## config.mk

```make
export PLATFORM = sky130hd
export DESIGN_NAME = serial_adder
export DESIGN_NICKNAME = d
export VERILOG_FILES = /design/src/rtl/serial_adder_pkg.sv /design/src/rtl/HalfAdder.sv /design/src/rtl/full_adder_ha.sv /design/src/rtl/serial_adder.sv
export SDC_FILE = /design/constraint.sdc
export NUM_CORES = 1
export LEC_CHECK = 0
export ABC_AREA = 0
export BUFFER_PORTS_ARGS = -buffer_cell sky130_fd_sc_hd__buf_4
export CAP_MARGIN = 20
export CORE_MARGIN = 10
export CORE_UTILIZATION = 51
export DETAILED_ROUTE_END_ITERATION = 10
export HOLD_SLACK_MARGIN = 0.08
export PLACE_DENSITY = 0.82
export REMOVE_ABC_BUFFERS = 1
export SLEW_MARGIN = 10
export SYNTH_ARGS = -nofsm -noshare
export SYNTH_HDL_FRONTEND = slang
export SYNTH_HIERARCHICAL = 1
export SYNTH_SLANG_ARGS = --single-unit
```

## constraint.sdc

```tcl
create_clock -name clk -period 1.9 [get_ports clk]
set_input_delay 0.095 -clock clk [delete_from_list [all_inputs] [get_ports clk]]
set_output_delay 0.095 -clock clk [all_outputs]
set_load 0.05 [all_outputs]
```

## src/rtl/serial_adder_pkg.sv

```systemverilog
// ----------------------------------------------------------------------------
// serial_adder_pkg
//   Shared definitions for the bit-serial adder slice: the controller state
//   encoding and the default operand width.
//
//   Contents:
//     DEFAULT_WIDTH  default operand/result width (8)
//     state_t        controller states IDLE=0, RUN=1, DONE=2
// ----------------------------------------------------------------------------
package serial_adder_pkg;

    localparam int DEFAULT_WIDTH = 8;

    typedef enum logic [1:0] {
        IDLE = 2'd0,
        RUN  = 2'd1,
        DONE = 2'd2
    } state_t;

endpackage : serial_adder_pkg

```

## src/rtl/HalfAdder.sv

```systemverilog
// ----------------------------------------------------------------------------
// HalfAdder
//   Existing 1-bit half-adder cell shared with the combinational adders.
//
//   Ports:
//     s  output  sum bit (a xor b)
//     c  output  carry bit (a and b)
//     a  input   operand bit
//     b  input   operand bit
// ----------------------------------------------------------------------------
module HalfAdder (
    output logic s,
    output logic c,
    input  logic a,
    input  logic b
);

    assign s = a ^ b;
    assign c = a & b;

endmodule : HalfAdder

```

## src/rtl/full_adder_ha.sv

```systemverilog
// ----------------------------------------------------------------------------
// full_adder_ha
//   1-bit full adder built from two HalfAdder cells and an OR on the carries.
//   This is the only arithmetic in the serial adder; the controller reuses it
//   once per bit.
//
//   Ports:
//     s   output  sum bit
//     c   output  carry-out
//     a   input   operand bit
//     b   input   operand bit
//     ci  input   carry-in
// ----------------------------------------------------------------------------
module full_adder_ha (
    output logic s,
    output logic c,
    input  logic a,
    input  logic b,
    input  logic ci
);

    logic s0;
    logic c0;
    logic c1;

    HalfAdder u_ha0 (
        .s (s0),
        .c (c0),
        .a (a),
        .b (b)
    );

    HalfAdder u_ha1 (
        .s (s),
        .c (c1),
        .a (s0),
        .b (ci)
    );

    // Both half-adder carries can never be high together, so OR is exact.
    assign c = c0 | c1;

endmodule : full_adder_ha

```

## src/rtl/serial_adder.sv

```systemverilog
// ----------------------------------------------------------------------------
// serial_adder
//   Bit-serial WIDTH-bit adder. One full-adder cell is time-shared over WIDTH
//   clock cycles, LSB first. Operands are captured on an accepted start; the
//   result is held from the done pulse until the next accepted start.
//   Latency: start sampled at edge k -> done high after edge k+WIDTH.
//
//   Optional build macro SERIAL_ADDER_SUB_EN adds a 'sub' input: when high
//   at an accepted start the block computes a-b (cout=1 means no borrow).
//
//   Parameters:
//     WIDTH  operand/result width, 2..32 (default 8)
//
//   Ports:
//     clk    input   rising-edge clock
//     rst    input   synchronous reset, active-high
//     start  input   request a new operation (ignored while busy)
//     a, b   input   operands, sampled on accepted start
//     cin    input   carry-in, sampled on accepted start
//     sub    input   subtract select (SERIAL_ADDER_SUB_EN builds only)
//     busy   output  high while the bit-serial loop is running
//     done   output  one-cycle pulse, sum/cout valid
//     sum    output  result (shows partial contents while busy)
//     cout   output  carry-out of the MSB
// ----------------------------------------------------------------------------
module serial_adder
    import serial_adder_pkg::*;
#(
    parameter int WIDTH = DEFAULT_WIDTH
) (
    input  logic             clk,
    input  logic             rst,
    input  logic             start,
    input  logic [WIDTH-1:0] a,
    input  logic [WIDTH-1:0] b,
    input  logic             cin,
`ifdef SERIAL_ADDER_SUB_EN
    input  logic             sub,
`endif
    output logic             busy,
    output logic             done,
    output logic [WIDTH-1:0] sum,
    output logic             cout
);

    localparam int CNT_W = $clog2(WIDTH);
    localparam logic [CNT_W-1:0] LAST_CNT = CNT_W'(WIDTH - 1);

    state_t state;
    state_t next_state;

    logic [WIDTH-1:0] op_a;
    logic [WIDTH-1:0] op_b;
    logic [WIDTH-1:0] sum_q;
    logic             carry;
    logic             cout_q;
    logic [CNT_W-1:0] cnt;

    logic             accept;
    logic             last_bit;
    logic             fa_s;
    logic             fa_c;
    logic [WIDTH-1:0] b_load;
    logic             carry_load;

    // Subtraction is a + ~b + 1, so only the loaded operand and initial
    // carry change; the serial loop is identical.
`ifdef SERIAL_ADDER_SUB_EN
    assign b_load     = sub ? ~b   : b;
    assign carry_load = sub ? 1'b1 : cin;
`else
    assign b_load     = b;
    assign carry_load = cin;
`endif

    assign last_bit = (cnt == LAST_CNT);

    full_adder_ha u_fa (
        .s  (fa_s),
        .c  (fa_c),
        .a  (op_a[0]),
        .b  (op_b[0]),
        .ci (carry)
    );

    // NOTE: registers use non-blocking assignments so every flop samples
    // values from before the edge, independent of statement order.
    always_ff @(posedge clk) begin
        if (rst) state <= IDLE;
        else     state <= next_state;
    end

    // NOTE: every output of this block gets a default first, otherwise any
    // path that skips an assignment infers a latch.
    always_comb begin
        next_state = state;
        accept     = 1'b0;
        busy       = 1'b0;
        done       = 1'b0;
        unique case (state)
            IDLE: begin
                if (start) begin
                    accept     = 1'b1;
                    next_state = RUN;
                end
            end
            RUN: begin
                busy = 1'b1;
                if (last_bit) next_state = DONE;
            end
            DONE: begin
                done = 1'b1;
                // A start here is taken immediately, so back-to-back
                // operations lose no cycle.
                if (start) begin
                    accept     = 1'b1;
                    next_state = RUN;
                end else begin
                    next_state = IDLE;
                end
            end
            default: next_state = IDLE;
        endcase
    end

    // NOTE: the datapath is a handful of flops, not a memory array, so all
    // of it is reset; an aborted operation leaves nothing behind.
    always_ff @(posedge clk) begin
        if (rst) begin
            op_a   <= '0;
            op_b   <= '0;
            sum_q  <= '0;
            carry  <= 1'b0;
            cout_q <= 1'b0;
            cnt    <= '0;
        end else if (accept) begin
            op_a   <= a;
            op_b   <= b_load;
            sum_q  <= '0;
            carry  <= carry_load;
            cout_q <= 1'b0;
            cnt    <= '0;
        end else if (state == RUN) begin
            op_a  <= op_a >> 1;
            op_b  <= op_b >> 1;
            sum_q <= {fa_s, sum_q[WIDTH-1:1]};
            carry <= fa_c;
            // Counter parks on the last index rather than wrapping.
            if (last_bit) cout_q <= fa_c;
            else          cnt    <= cnt + CNT_W'(1);
        end
    end

    assign sum  = sum_q;
    assign cout = cout_q;

endmodule : serial_adder
```

* After elaboration in Yosys (flattened, before gate mapping)
Index checks and enable logic that the tools add are counted.
** Word-level totals
- Flip-flop bits (word level) :: 31
- Output and inout port bits :: 11
- Word-level logic and storage cells :: 40
** Operators by class
- $add $sub $neg :: 1
- Equality and inequality tests :: 5
- Muxes and demuxes :: 14
- Bitwise operators :: 6
- Reduce and logical (&&, ||, !) cells :: 7
** Operators with widths (count)
- two-way mux 8 bit :: 4
- two-way mux 1 bit :: 7
- one-hot mux 2 bit (3 select lines) :: 1
- AND reduction 2 bit :: 3
- two-way mux 2 bit :: 2
- != test 2 bit, second input constant :: 2
- OR reduction 2 bit :: 2
- adder 3 x 1 -> 3 bit, second input constant :: 1
- == test 3 bit, second input constant :: 1
- bitwise AND 1 bit :: 2
- == test 2 x 1 -> 1 bit, second input constant :: 1
- == test 2 bit, second input constant :: 1
- logical NOT 2 bit :: 1
- nonzero test 2 bit :: 1
- bitwise XOR 1 bit :: 2
- NOT 1 bit :: 1
- bitwise OR 1 bit :: 1

* Depth between registers and ports, before layout
- Depth after elaboration :: 5
- Gate-level depth with buffers :: 6
- Gate-level depth less buffers :: 5

* By module
Netlist, hierarchy kept.
** Modules (own cells, without submodules)
- serial_adder :: times used 1, cells an instance 147, area an instance 1260.0 um^2, seq. area each 620.6 um^2
- HalfAdder :: times used 2, cells an instance 1, area an instance 12.5 um^2, seq. area each 0.0 um^2
- full_adder_ha :: times used 1, cells an instance 1, area an instance 6.3 um^2, seq. area each 0.0 um^2

* Worst setup path before layout
OpenSTA, ideal clock, no wires.
- Path type :: reg2reg
- Start point :: reg op_a[0]
- End point :: reg carry
- Library setup time :: 0.122 ns
- Arrival time :: 1.191 ns
- Slack :: 0.587 ns
- Cell stages (with the launch flop) :: 6
- Path buffers :: 0
- Path through :: dfxtp_1 -> ha_1 -> ha_1 -> or2_1 -> o22ai_1 -> nor3_1
** On the way
- Longest elaborated chain between the ends :: 5
- Elaborated cells between the ends (all ways) :: 6
** Ends and longest elaborated chain
- start, declared :: RTL line serial_adder.sv:52 : logic [WIDTH-1:0] op_a;
- start signal, assigned :: RTL line serial_adder.sv:144 : op_a <= op_a >> 1;
- bitwise XOR 1 bit :: RTL line HalfAdder.sv:18 : assign s = a ^ b;
- named net u_fa.s0 :: RTL line full_adder_ha.sv:22 : logic s0;
- bitwise AND 1 bit :: RTL line HalfAdder.sv:19 : assign c = a & b;
- named net u_fa.c1 :: RTL line full_adder_ha.sv:24 : logic c1;
- bitwise OR 1 bit :: RTL line full_adder_ha.sv:41 : assign c = c0 | c1;
- named net fa_c :: RTL line serial_adder.sv:62 : logic fa_c;
- two-way mux 1 bit :: RTL line serial_adder.sv:143 : end else if (state == RUN) begin
- two-way mux 1 bit :: RTL line serial_adder.sv:136 : end else if (accept) begin
- end signal, assigned :: RTL line serial_adder.sv:140 : carry <= carry_load;
- end, declared :: RTL line serial_adder.sv:55 : logic carry;
The timed path passes the listed nets, and every way through them passes these cells. The select of a mux whose other input is x is not followed.
A chain may end at the register's enable or synchronous reset.

* Final worst setup path
- Start point :: reg state[1]
- End point :: out busy
** On the way
- Longest elaborated chain between the ends :: 2
** Ends and longest elaborated chain
- start, declared :: RTL line serial_adder.sv:49 : state_t state;
- start signal, assigned :: RTL line serial_adder.sv:90 : else state <= next_state;
- == test 2 x 1 -> 1 bit :: RTL line serial_adder.sv:100 : unique case (state)
- two-way mux 1 bit :: RTL line serial_adder.sv:100
- end, declared :: RTL line serial_adder.sv:40 : output logic busy,
Every way passes these cells.

==> results.py <==
metrics = {
    "status": {
        "status": "complete, no violations",
    },
    "critical_path": {
        "cpMaxStageDelayCell": "dfxtp_1",
        "cp_top_family": "buffers and inverters",
        "end_kind": "primary output",
        "cp_data_arrival_time_ns": 1.49,
        "crit_path_cell_trace": "nand2b_1 > inv_6 > buf_4",
        "r2r_cells": 5,
        "startpoint_type": "flip-flop",
        "reg2reg_slack_ns": 0.47,
        "r2r-end": "cnt[0]$_SDFFE_PP0P_",
        "crit_type": "reg -> out",
        "crit_path_max_fanout": 26,
        "crit_required_ns": 1.80,
        "crit_buf_inv": 2,
        "reg2reg_from": "cnt[0]$_SDFFE_PP0P_",
        "slowest_delay_ns": 0.34,
    },
    "routing": {
        "routed_wl_um": 3030,
        "ant_nets": 0,
        "drtIter0Drc": 60,
        "vias": 1205,
        "firstDrtPassIters": 4,
        "vias_per_cell": 5.40,
        "wire_per_inst_um": 13.6,
        "drc": 0,
    },
    "clocking": {
        "cts_max_level": 2,
        "clk_latency_ns": 0.33,
        "cts_resized": 0,
        "clkTransAtPathRegs_ns": 0.09,
        "ctsLongestPathBuffers": 2,
        "cts_tree": "built",
        "numCtsBuffers": 5,
        "clock_sinks": 31,
        "cts_root_buffer": "clkbuf_4",
    },
    "placed_design": {
        "routabilityCongestion": 0.758,
        "io_buffers": 30,
        "dp_hpwl_um": 2040,
    },
    "synth": {
        "yosys.area.top_type": "dfxtp_1",
        "synthTopCellsByArea": "dfxtp_1, nand2_1, nor3_1",
        "synth_top_area_share_pct": 48.1,
        "yosysSeqAreaShare_pct": 48.1,
        "async_flop_share_pct": 0,
        "synth-edff-count": 0,
        "syn_inst": 150,
        "avgSynthCellArea_um2": 8.61,
        "synth_seq_cells": 31,
        "synth_cell_type_count": 25,
        "syn_area_mm2": 0.00129,
        "synth_warnings": 6,
        "ys.flop_type": "dfxtp_1",
    },
    "timing": {
        "tightest_slew_ns": 0.421,
        "hold_viol": 0,
        "period_minus_slack_ns": 1.58,
        "drv_slew": 0,
        "setup_viol": 0,
        "rsz0062_at_grt": "false",
        "slew_headroom_pct": 71.9,
        "fin_skew_ns": 0.00688,
        "finalSetupTns_ns": 0,
        "fmax_ghz": 0.632,
        "period_share_pct": 83.3,
    },
    "floorplanning": {
        "initial_utilization_pct": 52.6,
        "pin_count": 31,
        "die_w_um": 70.3,
        "coreArea_mm2": 0.00245,
        "num_rows": 18,
        "die_y_um": 70.3,
        "dieArea_mm2": 0.00494,
    },
    "global_route": {
        "antenna_found_initial": 0,
        "grt_pass1_wl_um": 5320,
        "groute.usage.overall_pct": 12.6,
        "grt_overflow": 0,
        "grt_pass1_vias": 1200,
        "grt_max_degree": 27,
    },
    "min_path": {
        "whs_path_depth": 2,
        "hp-class": "in -> reg",
        "hold_path_end": "op_a[6]$_SDFFE_PP0P_",
        "hp-start": "rst",
    },
    "finish": {
        "fin_nets": 216,
        "final_core_util_pct": 69.2,
        "area_delta_synth_final_pct": 31.6,
        "final_layout_size_suffix_gt1_share_pct": 23.8,
        "num_antenna_cells": 0,
    },
    "power": {
        "p_leak_nw": 0.689,
        "power.density_mw_per_mm2": 801,
        "ir_drop_v": 0.000670,
    },
    "flow_run": {
        "maxCapViolations": 0,
    },
}
-- where the power goes --
group          switching, mW  total [mW]  internal [mW]  leakage (nW)
sequential            0.0219       0.710          0.688         0.254
clock                  0.211       0.429          0.218        0.0386
combinational          0.119       0.222          0.103         0.396
total                  0.352        1.36           1.01         0.689
-- synth_stat cells (2+ instances only) --
library cell / number
dfxtp_1: 31
a311oi_2: 2
nor3_1: 15
o21ai_0: 2
buf_2: 5
nor2b_1: 2
a311oi_1: 5
nor2_1: 11
nand2b_1: 2
o22ai_1: 7
nand3_1: 3
buf_4: 3
nand2_1: 34
buf_6: 2
a21oi_1: 13
ha_1: 4
-- routing by layer --
layer	up-vias	routed length [um]	global-route usage, %
li1	609	-	-
met1	554	1340	14.5
met2	36	1460	20.6
met3	6	156	3.53
met4	0	64	6.58
met5	-	0	0
-- cell usage in the layout, fill, tap and decap left out, drive strengths merged --
cell / count
nand2: 34
buf: 34
xnor2: 1
a311oi: 7
dlygate4sd3: 12
ha: 4
clkbuf: 8
inv: 1
dfxtp: 31
o22ai: 7
nor3: 15
nand3: 3
nor2b: 2
a21oi: 13
nand2b: 3
mux2i: 1
nor2: 11
a22oi: 1
o21ai: 2
nand3b: 1
nor3b: 1
or2: 1
-- timing repair --
action / 4_1_cts / 5_1_grt
hold buffers: 12 / 0
hold endpoints to repair: 12 / 0
buffers inserted: 0 / 0
-- cells by family after synthesis --
logic type	after synthesis	synth area share (%)
adder cells (fa/ha/maj)	4	3.88
multiplexers	1	0.775
flip-flops	31	48.1
AND/OR/NAND/NOR	71	24.7
AO/OA/AOI/OAI	30	15.5
XOR/XNOR	1	0.678
buffers and inverters	12	6.39
-- flip-flops by register name, summed over array words and instances (netlist names) --
| name | count |
|---|---|
| sum | 8 |
| op_b | 8 |
| state | 2 |
| cout | 1 |
| carry | 1 |
| op_a | 8 |
| cnt | 3 |
-- how the worst max path moves through the flow --
| stage | startpoint | endpoint | slack, ns | depth (start not counted) |
|---|---|---|---|---|
| floorplan | state[1]$_SDFFE_PP0P_ | op_a[0]$_SDFFE_PP0P_ | 0.30 | 4 |
| global placement | state[1]$_SDFFE_PP0P_ | op_a[6]$_SDFFE_PP0P_ | 0.53 | 4 |
| detailed placement | cnt[0]$_SDFFE_PP0P_ | cnt[0]$_SDFFE_PP0P_ | 0.47 | 5 |
| CTS | state[1]$_SDFFE_PP0P_ | busy | 0.31 | 3 |
| global route | state[0]$_SDFFE_PP0P_ | busy | 0.20 | 3 |
| finish | state[1]$_SDFFE_PP0P_ | busy | 0.32 | 3 |
-- final cells by class --
type	instances	area, um2
inverter	1	8.76
tap	30	37.5
clock buffer	8	68.8
sequential	31	621
timing repair buffer	46	375
fill	196	756
multi-input combinational	107	588
-- metrics by stage --
| step | hold slack [ns] | std cells | instance area, um2 | setup WS [ns] | power, mW |
|---|---|---|---|---|---|
| 2_1_floorplan | 0.163 | 139 | 1220 | 0.303 | 0.841 |
| 3_3_place_gp | 0.354 | 203 | 1510 | 0.527 | 0.917 |
| 3_5_place_dp | 0.364 | 203 | 1510 | 0.471 | 0.924 |
| 4_1_cts | 0.0805 | 223 | 1700 | 0.308 | 1.37 |
| 5_1_grt | 0.0879 | 223 | 1700 | 0.201 | 1.42 |
| 6_report | 0.0922 | 223 | 1700 | 0.318 | 1.36 |
(Power assumes the default switching activity.)
